File: config.mk
export PLATFORM = sky130hd
export DESIGN_NAME = spi_slave_receiver
export DESIGN_NICKNAME = d
export VERILOG_FILES = /design/src/rtl/spi_slave_receiver.sv
export SDC_FILE = /design/constraint.sdc
export NUM_CORES = 1
export LEC_CHECK = 0
export ABC_CLOCK_PERIOD_IN_PS = 4850
export BUFFER_PORTS_ARGS = -buffer_cell sky130_fd_sc_hd__buf_4
export CORE_MARGIN = 4
export CORE_UTILIZATION = 30
export CTS_CLUSTER_SIZE = 8
export DETAILED_ROUTE_END_ITERATION = 8
export PLACE_DENSITY = 0.43
export SYNTH_ARGS = -nofsm -noshare
export SYNTH_HDL_FRONTEND = slang
export SYNTH_SLANG_ARGS = --single-unit
File: constraint.sdc
create_clock -name clock -period 4.85 [get_ports clock]
set_input_delay 0.97 -clock clock [delete_from_list [all_inputs] [get_ports clock]]
set_output_delay 0.97 -clock clock [all_outputs]
set_load 0.05 [all_outputs]
File: src/rtl/spi_slave_receiver.sv
// spi_slave_receiver: parses SD-style SPI command frames (start/tx bits, index, argument, CRC, end bit)
// and consumes the data block that follows a block-write command.
module spi_slave_receiver #(
    parameter logic [5:0] WRITE_CMD_A = 6'd24,
    parameter logic [5:0] WRITE_CMD_B = 6'd25,
    parameter logic [7:0] START_TOKEN = 8'hFE
) (
    input  logic        clock,
    input  logic        reset,
    input  logic [7:0]  io_InputBuffer,
    input  logic        io_BufferChanged,
    input  logic [31:0] io_DataBlockSize,
    output logic        io_CommandReadFinished,
    output logic        io_ArgumentReadFinished,
    output logic        io_ReadSuccess,
    output logic [5:0]  io_Command,
    output logic [31:0] io_CommandArgument,
    output logic [2:0]  io____state
);
    typedef enum logic [2:0] {IDLE, TXBIT, CMD, ARG, CRC, ENDB, DWAIT, DATA} state_t;
    state_t state, state_n;
    logic [31:0] cnt, cnt_n, size, size_n, arg_n;
    logic [5:0] cmd_n;
    logic cmd_done_n, arg_done_n, ok_n, chg_q, ev, b;
    assign ev = io_BufferChanged & ~chg_q;
    assign b = io_InputBuffer[0];
    assign io____state = state;
    always_ff @(posedge clock) begin
        if (reset) begin
            state <= IDLE;
            cnt <= '0;
            size <= '0;
            chg_q <= 1'b0;
            io_Command <= '0;
            io_CommandArgument <= '0;
            io_CommandReadFinished <= 1'b0;
            io_ArgumentReadFinished <= 1'b0;
            io_ReadSuccess <= 1'b0;
        end else begin
            state <= state_n;
            cnt <= cnt_n;
            size <= size_n;
            chg_q <= io_BufferChanged;
            io_Command <= cmd_n;
            io_CommandArgument <= arg_n;
            io_CommandReadFinished <= cmd_done_n;
            io_ArgumentReadFinished <= arg_done_n;
            io_ReadSuccess <= ok_n;
        end
    end
    always_comb begin
        state_n = state;
        cnt_n = cnt;
        size_n = size;
        cmd_n = io_Command;
        arg_n = io_CommandArgument;
        cmd_done_n = io_CommandReadFinished;
        arg_done_n = io_ArgumentReadFinished;
        ok_n = io_ReadSuccess;
        if (ev) begin
            case (state)
                IDLE: if (!b) begin
                    cmd_done_n = 1'b0;
                    arg_done_n = 1'b0;
                    ok_n = 1'b0;
                    state_n = TXBIT;
                end
                TXBIT: begin
                    state_n = b ? CMD : IDLE;
                    cnt_n = '0;
                end
                CMD: begin
                    cmd_n = {io_Command[4:0], b};
                    cnt_n = cnt + 32'd1;
                    if (cnt == 32'd5) begin
                        cmd_done_n = 1'b1;
                        cnt_n = '0;
                        state_n = ARG;
                    end
                end
                ARG: begin
                    arg_n = {io_CommandArgument[30:0], b};
                    cnt_n = cnt + 32'd1;
                    if (cnt == 32'd31) begin
                        arg_done_n = 1'b1;
                        cnt_n = '0;
                        state_n = CRC;
                    end
                end
                CRC: begin
                    cnt_n = cnt + 32'd1;
                    if (cnt == 32'd6) begin
                        cnt_n = '0;
                        state_n = ENDB;
                    end
                end
                ENDB: begin
                    ok_n = b;
                    state_n = (b && (io_Command == WRITE_CMD_A || io_Command == WRITE_CMD_B)) ? DWAIT : IDLE;
                end
                DWAIT: if (io_InputBuffer == START_TOKEN) begin
                    size_n = io_DataBlockSize;
                    cnt_n = '0;
                    state_n = DATA;
                end
                DATA: begin
                    // payload bytes plus the trailing 16-bit data CRC
                    cnt_n = cnt + 32'd1;
                    if (cnt == {size[28:0], 3'b000} + 32'd15) begin
                        cnt_n = '0;
                        state_n = IDLE;
                    end
                end
                default: state_n = IDLE;
            endcase
        end
    end
endmodule

==> metrics.md <==
| Metric | Value |
|---|---|
| Routed length per instance | 16.6 um |
| Syn nets | 799 |
| Clk_lat worst skew | 0.36 ns |
| Vias post-DR | 5,631 |
| CTS buffer count | 9 |
| Leading cell type in the layout, fill and taps excluded | nand2_1 |
| Input/output buffers | 83 |
| Share of cells above drive strength 1 | 15.0% |
| Skew final | 0.00853 ns |
| Worst setup path endpoint | cnt[3] |
| Sequential area share after synthesis | 36.1% |
| Fin crit share | 87.6% |
| Syn. warnings | 0 |
| # DRC | 0 |
| RR Startpoint | size[4] |
| Antenna violations before repair | 0 |
| Worst VDD drop | 0.000164 V |
| Area contributors post-synth | dfxtp_1 (36%), nand2_1 (7.5%), mux2i_1 (6.3%) |
| Die W | 148 um |
| Vias in the first global route | 5,530 |
| Pleak | 0.00253 uW |
| CTS resizes | 0 |
| CTS tree | done |
| CTS clk-pin slew, worst paths | 0.08 ns |
| Avg Synthesized Cell Area | 7.82 um2 |
| Flop pwr share | 51.3% |
| Mapped cell area | 5880 um2 |
| Global route total overflow | 0 |
| Worst R2R End | cnt[3] |
| Die Y | 148 um |
| Post-DP HPWL | 13.0 mm |
| Dominant synthesized flop cell | dfxtp_1 |
| Total power | 1700 uW |
| Largest net degree at the start of global routing | 77 |
| Final setup viols | 0 |
| Cell accounting for the most synthesized area | dfxtp_1 |
| Total GRT Usage | 16.3% |
| Clock Path Buffers | 2 |
| Io pins | 87 |
| Crit end category | flop |
| Setup Total Neg Slack | 0 ns |
| Vias per cell | 5.28 |
| Post-synth EDFFs | 0 |
| Post-Synthesis Cells | 752 |
| Routability congestion estimate | 0.838 |
| Critical path origin | size[4] |
| Slew Viols, Final | 0 |
| Dpl cell area | 6700 um2 |
| Outcome | finished, final reports clean |
| DRT iter0 DRCs | 272 |
| Initial core utilization | 30.9% |
| Area Overhead vs Synth | 18.9% |
| Top cell type's share of synthesized area | 36.1% |
| RSZ-0062 raised after global routing | no |
| Int Power | 1270 uW |
| Diodes inserted | 0 |
| PD cells | 243 nW/um2 |
| Period minus WS final | 4.25 ns |
| Startpoint Class | flop |
| CP Data Required Time | 5.08 ns |
| Max Cap Viol | 0 |
| Row count | 50 |
| First-pass GRT wire length | 29.2 mm |
| Clock Power Share | 43.7% |
| Core Util, Final | 36.8% |
| DRT Pass-1 Iters | 5 |
| Most frequent cells in the layout | nand2_1 (117), dfxtp_1 (106), buf_4 (92) |
| Arr. time, crit path | 4.47 ns |
| Hold_buf cts | 0 |
| H-tree Lvls | 3 |
| Logic pwr share | 5.0% |
| CTS root buf | clkbuf_16 |
| Core area | 19,000 um2 |
| Critical path fanouts, max | 12 |
| Worst slew margin | 28.5% |
| Worst slew pin tran | 1.07 ns |
| Maximum clock frequency | 0.235 GHz |
| Final ANT Viol Nets | 0 |
| Nets | 849 |
| Net switching power | 431 uW |
| Design area | 6990 um2 |
| R2r setup slk | 0.60 ns |
| Hold Crit Depth | 2 |
| Setup Buffers After CTS | 0 |
| Worst reg-to-reg path cell count | 9 |
| CTS sink cnt | 106 |
| Die area | 21,900 um2 |
| Cell variety after synth | 59 |
| Endpoints failing hold | 0 |
| Crit Path Category | flop to flop |
| Sw Share | 25.3% |
| Ys async rst share | 0% |
| Register bit total from synthesis | 106 |
| Worst hold path class | flop to flop |
| Total Wirelength | 17.7 mm |
critical path: stages (launching register included):
cell and delay [ns]:
dfxtp_1 0.47, nand4_1 0.46, nor4_2 0.62, nand4_1 0.17
xnor2_1 0.18, or4_1 0.46, or4_1 0.54, o41a_1 0.62
nand2_1 0.43, o21ai_0 0.17
kinds of logic (layout without fill, tap and decap cells):
kind of cell | count (synthesis) | count (layout) | synth area share, %
AOI/OAI and AO/OA | 143 | 143 | 16.2
xor gates and xnor gates | 44 | 44 | 6.55
adders and majority gates | 4 | 4 | 0.851
and+or+nand+nor | 346 | 346 | 29.2
buffers and inverters | 72 | 127 | 4.81
muxes | 37 | 37 | 6.30
DFF | 106 | 106 | 36.1
registers in the layout (all words and copies together) (netlist names):
signal                   cells
io_CommandReadFinished       1
cnt                         32
io____state                  3
io_ArgumentReadFinished      1
io_Command                   6
chg_q                        1
io_ReadSuccess               1
io_CommandArgument          32
size                        29
layer usage:
metal	vias to the layer above	global-route usage [%]	wire, um
met5	-	0	0
met2	137	27.5	8480
li1	2803	-	-
met1	2666	21.1	8110
met4	0	5.40	371
met3	25	3.00	767
per-stage QoR:
step / instances / hold slack, ns / setup slack, ns
after global routing: 1067 / 0.478 / 0.268
after detailed placement: 1051 / 0.451 / 0.601
after global placement: 1051 / 0.446 / 0.637
after floorplan: 752 / 0.482 / 1.11
final: 1067 / 0.462 / 0.602
after CTS: 1067 / 0.464 / 0.583
synth_stat cells, types with 2 or more instances:
cell type and number:
nor4_2 3, ha_1 4, o211ai_1 7, o2111ai_1 2
and4_1 6, xor2_1 21, a21oi_1 45, nor4b_1 5
nand3_1 45, nor3_1 13, a221o_1 6, a31oi_1 9
and4b_1 2, clkbuf_1 43, nand2_1 117, nand4b_1 2
inv_1 19, buf_1 5, or4_1 9, mux2i_1 37
nor2_1 65, a21boi_0 4, o31a_1 8, nand2b_1 3
and3_1 21, or3b_2 2, o22ai_1 3, a22o_1 5
or2_2 3, o41a_1 2, nor2b_1 3, buf_2 4
a21o_1 5, o311ai_0 2, dfxtp_1 106, o31ai_1 3
and2_1 4, o21ai_0 23, nor4_1 15, or3_1 5
a211oi_1 6, xnor2_1 23, nand4_1 21
power by group through the flow:
stage | clock network (uW) | registers [uW] | logic, uW
floorplan | 0 | 898 | 41.0
global placement | 0 | 893 | 85.7
detailed placement | 0 | 893 | 86.8
CTS | 778 | 873 | 87.2
global route | 806 | 873 | 94.5
finish | 744 | 873 | 86.0
layout make-up:
type	count	area (um2)
Inverter	19	71.3
Tap cell	260	325
Sequential cell	106	2120
Timing Repair Buffer	92	691
Multi-Input combinational cell	574	3490
Clock buffer	9	225
Clock inverter	7	66.3
Fill cell	2060	12000
how the worst min path moves through the flow:
stage,startpoint,end,slack (ns)
finish,io_CommandArgument[31],io_CommandArgument[31],0.46
floorplan,size[28],size[28],0.48
global placement,io_CommandArgument[31],io_CommandArgument[31],0.45
CTS,io_CommandArgument[31],io_CommandArgument[31],0.46
detailed placement,io_CommandArgument[31],io_CommandArgument[31],0.45
global route,io_CommandArgument[31],io_CommandArgument[31],0.48
No activity file was read; power rests on OpenSTA's default activity.
